==> src/rtl/packet_header_framer_if.sv <==
// Purpose : header hand-off bundle between packet_header_framer and the
//           protocol/session classifier.
// Signals : hdr_valid   framer -> classifier, header fields valid
//           hdr_ready   classifier -> framer, header accepted this cycle
//           hdr_port    framer -> classifier, 16-bit destination port
//           hdr_session framer -> classifier, 8-bit session id
// Handshake: a header transfers on every clk edge where hdr_valid & hdr_ready
//            are both 1. Once hdr_valid is raised, hdr_valid, hdr_port and
//            hdr_session hold until that transfer. hdr_ready may be driven
//            freely and is ignored while hdr_valid is 0.
interface packet_header_framer_if;
  logic        hdr_valid;
  logic        hdr_ready;
  logic [15:0] hdr_port;
  logic [7:0]  hdr_session;

  modport master (
    output hdr_valid,
    output hdr_port,
    output hdr_session,
    input  hdr_ready
  );

  modport slave (
    input  hdr_valid,
    input  hdr_port,
    input  hdr_session,
    output hdr_ready
  );
endinterface

==> src/rtl/packet_header_framer.sv <==
// Purpose : hunts a 1-bit serial stream for a sync word, frames a fixed-length
//           packet behind it, deserialises the destination port and session id
//           and offers them as one parallel header over a valid/ready
//           handshake. Keeps a wrapping packet count and a saturating count of
//           headers dropped because the previous one was still pending.
// Ports   : clk, rst_n    clock, synchronous active-low reset
//           data_in       serial data bit
//           data_en       data_in is valid this cycle
//           hdr_if        header handshake (master side)
//           pkt_start     1-cycle pulse after the sync word matched
//           pkt_done      1-cycle pulse after the last packet bit was consumed
//           in_packet     high while framing a packet
//           pkt_cnt       packets framed, wraps
//           overrun_cnt   headers dropped, saturates at 255
//           dbg_state     FSM state (0 = HUNT, 1 = FRAME)
module packet_header_framer #(
  parameter int unsigned       SYNC_W    = 8,
  parameter logic [SYNC_W-1:0] SYNC_WORD = 8'hA5,
  parameter int unsigned       PKT_BITS  = 256,
  parameter int unsigned       PORT_OFS  = 64,
  parameter int unsigned       SESS_OFS  = 136
) (
  input  logic                          clk,
  input  logic                          rst_n,
  input  logic                          data_in,
  input  logic                          data_en,
  packet_header_framer_if.master        hdr_if,
  output logic                          pkt_start,
  output logic                          pkt_done,
  output logic                          in_packet,
  output logic [31:0]                   pkt_cnt,
  output logic [7:0]                    overrun_cnt,
  output logic                          dbg_state
);

  localparam logic [15:0] PORT_FIRST = 16'(PORT_OFS);
  localparam logic [15:0] PORT_LAST  = 16'(PORT_OFS + 15);
  localparam logic [15:0] SESS_FIRST = 16'(SESS_OFS);
  localparam logic [15:0] SESS_LAST  = 16'(SESS_OFS + 7);
  localparam logic [15:0] IDX_LAST   = 16'(PKT_BITS - 1);

  typedef enum logic {
    HUNT  = 1'b0,
    FRAME = 1'b1
  } state_e;

  state_e            state_q, state_d;
  logic [SYNC_W-1:0] sync_q, sync_d, sync_shift;
  logic [15:0]       idx_q, idx_d;
  logic [15:0]       port_sr_q, port_sr_d;
  logic [7:0]        sess_sr_q, sess_sr_d;
  logic [15:0]       hdr_port_q, hdr_port_d;
  logic [7:0]        hdr_sess_q, hdr_sess_d;
  logic              valid_q, valid_d;
  logic              start_q, start_d;
  logic              done_q, done_d;
  logic [31:0]       cnt_q, cnt_d;
  logic [7:0]        ovr_q, ovr_d;
  logic              publish;

  always_ff @(posedge clk) begin
    if (!rst_n) begin
      state_q    <= HUNT;
      sync_q     <= '0;
      idx_q      <= '0;
      port_sr_q  <= '0;
      sess_sr_q  <= '0;
      hdr_port_q <= '0;
      hdr_sess_q <= '0;
      valid_q    <= 1'b0;
      start_q    <= 1'b0;
      done_q     <= 1'b0;
      cnt_q      <= '0;
      ovr_q      <= '0;
    end else begin
      state_q    <= state_d;
      sync_q     <= sync_d;
      idx_q      <= idx_d;
      port_sr_q  <= port_sr_d;
      sess_sr_q  <= sess_sr_d;
      hdr_port_q <= hdr_port_d;
      hdr_sess_q <= hdr_sess_d;
      valid_q    <= valid_d;
      start_q    <= start_d;
      done_q     <= done_d;
      cnt_q      <= cnt_d;
      ovr_q      <= ovr_d;
    end
  end

  always_comb begin
    state_d    = state_q;
    sync_d     = sync_q;
    idx_d      = idx_q;
    port_sr_d  = port_sr_q;
    sess_sr_d  = sess_sr_q;
    hdr_port_d = hdr_port_q;
    hdr_sess_d = hdr_sess_q;
    valid_d    = valid_q;
    start_d    = 1'b0;
    done_d     = 1'b0;
    cnt_d      = cnt_q;
    ovr_d      = ovr_q;
    publish    = 1'b0;
    sync_shift = {sync_q[SYNC_W-2:0], data_in};

    // Bit-level framing only moves on enabled cycles; the pulse clears above
    // and the handshake below run every cycle.
    if (data_en) begin
      case (state_q)
        HUNT: begin
          sync_d = sync_shift;
          // Compare the post-shift window so overlapping matches are found.
          if (sync_shift == SYNC_WORD) begin
            state_d = FRAME;
            idx_d   = '0;
            start_d = 1'b1;
            cnt_d   = cnt_q + 32'd1;
          end
        end
        FRAME: begin
          idx_d = idx_q + 16'd1;
          if (idx_q >= PORT_FIRST && idx_q <= PORT_LAST) begin
            port_sr_d = {port_sr_q[14:0], data_in};
          end
          if (idx_q >= SESS_FIRST && idx_q <= SESS_LAST) begin
            sess_sr_d = {sess_sr_q[6:0], data_in};
          end
          // The last session bit completes the header; port bits precede it.
          if (idx_q == SESS_LAST) begin
            publish = 1'b1;
          end
          if (idx_q == IDX_LAST) begin
            done_d  = 1'b1;
            state_d = HUNT;
            // Force a fresh full sync word before the next packet.
            sync_d  = '0;
          end
        end
        default: state_d = HUNT;
      endcase
    end

    // A publish while a header is pending replaces it only if the pending
    // one is being accepted in this same cycle; otherwise the new one is lost.
    if (publish) begin
      if (!valid_q || hdr_if.hdr_ready) begin
        hdr_port_d = port_sr_d;
        hdr_sess_d = sess_sr_d;
        valid_d    = 1'b1;
      end else if (ovr_q != 8'hFF) begin
        ovr_d = ovr_q + 8'd1;
      end
    end else if (valid_q && hdr_if.hdr_ready) begin
      valid_d = 1'b0;
    end
  end

  assign hdr_if.hdr_valid   = valid_q;
  assign hdr_if.hdr_port    = hdr_port_q;
  assign hdr_if.hdr_session = hdr_sess_q;
  assign pkt_start          = start_q;
  assign pkt_done           = done_q;
  assign in_packet          = (state_q == FRAME);
  assign pkt_cnt            = cnt_q;
  assign overrun_cnt        = ovr_q;
  assign dbg_state          = state_q;

endmodule

==> src/flat_wrapper.sv <==
// flat-port wrapper written by rule: the top's interface ports become plain ports
module packet_header_framer_flat 
#(
  parameter int unsigned       SYNC_W    = 8,
  parameter logic [SYNC_W-1:0] SYNC_WORD = 8'hA5,
  parameter int unsigned       PKT_BITS  = 256,
  parameter int unsigned       PORT_OFS  = 64,
  parameter int unsigned       SESS_OFS  = 136
)
  (clk, rst_n, data_in, data_en, pkt_start, pkt_done, in_packet, pkt_cnt, overrun_cnt, dbg_state, hdr_if_hdr_valid, hdr_if_hdr_port, hdr_if_hdr_session, hdr_if_hdr_ready);
  packet_header_framer_if hdr_if_i ();
  input  logic clk;
  input  logic rst_n;
  input  logic data_in;
  input  logic data_en;
  output logic pkt_start;
  output logic pkt_done;
  output logic in_packet;
  output logic [31:0] pkt_cnt;
  output logic [7:0] overrun_cnt;
  output logic dbg_state;
  output wire logic [$bits(hdr_if_i.hdr_valid)-1:0] hdr_if_hdr_valid;
  output wire logic [$bits(hdr_if_i.hdr_port)-1:0] hdr_if_hdr_port;
  output wire logic [$bits(hdr_if_i.hdr_session)-1:0] hdr_if_hdr_session;
  input wire logic [$bits(hdr_if_i.hdr_ready)-1:0] hdr_if_hdr_ready;
  assign hdr_if_hdr_valid = hdr_if_i.hdr_valid;
  assign hdr_if_hdr_port = hdr_if_i.hdr_port;
  assign hdr_if_hdr_session = hdr_if_i.hdr_session;
  assign hdr_if_i.hdr_ready = hdr_if_hdr_ready;
  packet_header_framer #(.SYNC_W(SYNC_W), .SYNC_WORD(SYNC_WORD), .PKT_BITS(PKT_BITS), .PORT_OFS(PORT_OFS), .SESS_OFS(SESS_OFS)) u_core (.clk(clk), .rst_n(rst_n), .data_in(data_in), .data_en(data_en), .hdr_if(hdr_if_i), .pkt_start(pkt_start), .pkt_done(pkt_done), .in_packet(in_packet), .pkt_cnt(pkt_cnt), .overrun_cnt(overrun_cnt), .dbg_state(dbg_state));
endmodule
==> config.mk <==
export PLATFORM = sky130hd
export DESIGN_NAME = packet_header_framer_flat
export DESIGN_NICKNAME = d
export VERILOG_FILES = /design/src/rtl/packet_header_framer_if.sv /design/src/rtl/packet_header_framer.sv /design/src/flat_wrapper.sv
export SDC_FILE = /design/constraint.sdc
export NUM_CORES = 1
export LEC_CHECK = 0
export CELL_PAD_IN_SITES_DETAIL_PLACEMENT = 2
export CELL_PAD_IN_SITES_GLOBAL_PLACEMENT = 2
export CORE_UTILIZATION = 37
export CTS_BUF_LIST = sky130_fd_sc_hd__clkbuf_8
export DETAILED_ROUTE_END_ITERATION = 8
export PLACE_DENSITY = 0.89
export SYNTH_ARGS = -nofsm -noshare
export SYNTH_HDL_FRONTEND = slang
export SYNTH_SLANG_ARGS = --single-unit
==> constraint.sdc <==
create_clock -name clk -period 2.85 [get_ports clk]
set_input_delay 0.4275 -clock clk [delete_from_list [all_inputs] [get_ports clk]]
set_output_delay 0.4275 -clock clk [all_outputs]
set_load 0.005 [all_outputs]
==> run metrics <==
Diodes inserted=0; Max Cap Viol=0; CTS Buf Count=17; Max IR drop VDD=0.000295 V; Hold WC Path Type=flop to flop; Via density=6.11; Max Transition Viols Final=0; Setup violations, final=0; fraction of layout cells with a size suffix above 1=0.0955; GRT busiest layer=met2; Static Leak=2.25 nW; final design utilization=0.489; FMAX=393 MHz; grt met1 use=0.354; final instance area=6550 sq um; FP Rows=42; chip height=120 microns; Synth Flop Type=dfxtp_1; area delta synth->final=27.3%; top cells by area, synth=dfxtp_1, a21oi_1, mux2i_1; # IOs=74; maximum number of pins on one net before global-route repair=38; drt wl/cell=24.3 microns; Slew @ Worst Pin=1.06 ns; Worst-Skew Late Latency=0.48 ns; GR Util All Layers=0.301; PnR worst setup slack=0.305 ns; Post-CTS Hold Buffers=0; grt met3 use=0.0523; Mapped Area=5140 sq um; Post-synth EDFFs=0; die width=120 microns; CP required=3.21 ns; clk_skew=0.0211 ns; Startpoint Class=primary input; crit share post-route=0.893; Reg clk slew, reported paths=0.07 ns; post-CTS setup buffer count=0; power per cell area=536 nW/um^2; Remaining DRCs=0; Seq/Total Area, Yosys=0.444; RSZ-0062 raised after global routing=no; Post-synth top cells=dfxtp_1, a21oi_1, nand2_1; post-synth top area share=0.444; first-pass GRT wire length=33100 microns; DR iter-0 viols=368; Tmin final=2.55 ns; post-synthesis area per instance=8.75 sq um; gpl congestion=0.772; clock net sink count=114; crit-path max FO=13; Final #Nets=666; cell taking the most area after synthesis=dfxtp_1; post-synthesis async set-or-reset flop share=0; synth unique cells=55; GR Util met2=0.526; placed inst area=6080 sq um; CTS HTree Levels=4; I/O Buffers=73; Die ar.=14400 sq um; CTS root buffer=clkbuf_8; Worst Setup End Kind=flop; Hold WS=0.482 ns; antenna violations before repair=0; Worst Setup Path Type=primary input to flop; TritonCTS clock tree=yes; Remaining Overflow, GRT=0; vias in the first global route=5752; Post-Place Worst Slack=0.0218 ns; #FFs+latches synth=114; Core ar.=13400 sq um; Syn Nets=597; status=finished clean; Initial Utilization=0.384; most common cell in the netlist=dfxtp_1; # fillers=1394; Synth warnings=0; Mapped Cells=588; hpwl dp=12200 microns; crit path DAT=2.90 ns; Rel. slew slack=0.288; Setup TNS=0 ns; multi-input logic area=2640 sq um; clk buf depth=2; ANT nets after route=0; Seq. cell area=2280 sq um; drt pass-1 iters=5; Post-Route WL=20500 microns; via count=5167; final hold vios=0; post-CTS sizing=0
cell type report:
cell class / instances / share of cell area
clock buffers: 19 / 0.0399
well taps: 176 / 0.0336
clock inverters: 13 / 0.0317
inverters: 11 / 0.00631
repair buffers: 92 / 0.137
multi-input cells: 421 / 0.403
flip-flops and latches: 114 / 0.349
logic make-up (layout without fill, tap and decap cells):
family / after synthesis / count (layout) / synth area share
AOI/OAI and AO/OA: 162 / 162 / 0.188
xor gates and xnor gates: 3 / 3 / 0.00511
adders and majority gates: 4 / 4 / 0.00973
buffers and inverters: 53 / 135 / 0.0438
DFF: 114 / 114 / 0.444
muxes: 25 / 25 / 0.0486
and+or+nand+nor: 227 / 227 / 0.261
metal layers:
layer,up-vias,share of wire
li1,2340,-
met1,2638,0.42
met4,0,0.032
met5,-,0
met2,140,0.52
met3,49,0.033
registers in the layout (all words and copies together) (netlist names):
signal / cells
u_core.dbg_state: 1
u_core.hdr_if.hdr_port: 16
u_core.hdr_if.hdr_session: 8
u_core.hdr_if.hdr_valid: 1
u_core.idx_q: 16
u_core.overrun_cnt: 8
u_core.pkt_cnt: 32
u_core.pkt_done: 1
u_core.pkt_start: 1
u_core.port_sr_q: 16
u_core.sess_sr_q: 7
u_core.sync_q: 7
final timing paths:
kind / to / slack [ns] / depth (start not counted) / start
max: u_core.pkt_cnt[26]$_SDFFE_PN0P_ / 0.30 / 7 / data_en
max reg2reg: u_core.pkt_cnt[22]$_SDFFE_PN0P_ / 0.37 / 5 / u_core.pkt_cnt[0]$_SDFFE_PN0P_
min reg2reg: u_core.pkt_cnt[31]$_SDFFE_PN0P_ / 0.48 / 2 / u_core.pkt_cnt[31]$_SDFFE_PN0P_
min: u_core.pkt_cnt[31]$_SDFFE_PN0P_ / 0.48 / 2 / u_core.pkt_cnt[31]$_SDFFE_PN0P_
layout by cell type, fill, tap and decap left out, types with 3 or more instances in the layout:
cell,Yosys,layout
nand3_1,26,26
ha_1,4,4
a31oi_1,3,3
a211oi_1,16,16
clkdlybuf4s50_1,0,73
a311oi_1,8,8
nor2_1,31,31
nand2_1,50,50
nor4_1,9,9
o31ai_1,17,17
clkbuf_8,0,19
mux2i_1,25,25
nor3_1,4,4
and4_1,8,8
or4_1,22,22
and3_1,12,12
or3_1,15,15
nand2b_1,8,8
bufinv_16,0,5
and4bb_2,4,4
dfxtp_1,114,114
inv_1,10,10
o21ai_0,27,27
a21oi_1,77,77
clkinvlp_4,0,4
buf_4,2,17
o21a_1,4,4
nand4_1,18,18
critical path, stage by stage:
cell	delay (ns)
clkdlybuf4s50_1	0.59
buf_4	0.24
and4bb_2	0.28
nand4_1	0.17
buf_4	0.22
nor4_1	0.58
mux2i_1	0.38
report_power, final:
group	switching, W	internal (W)
registers	0.00000216	0.00159
clock network	0.000762	0.00108
logic	0.0000462	0.0000189
total	0.000811	0.00270
metrics by stage:
stage	power, W	std cells
after floorplan	0.00167	588
after global placement	0.00169	814
after detailed placement	0.00169	814
after CTS	0.00351	846
after global routing	0.00359	846
final	0.00351	846
(Power assumes the default switching activity.)
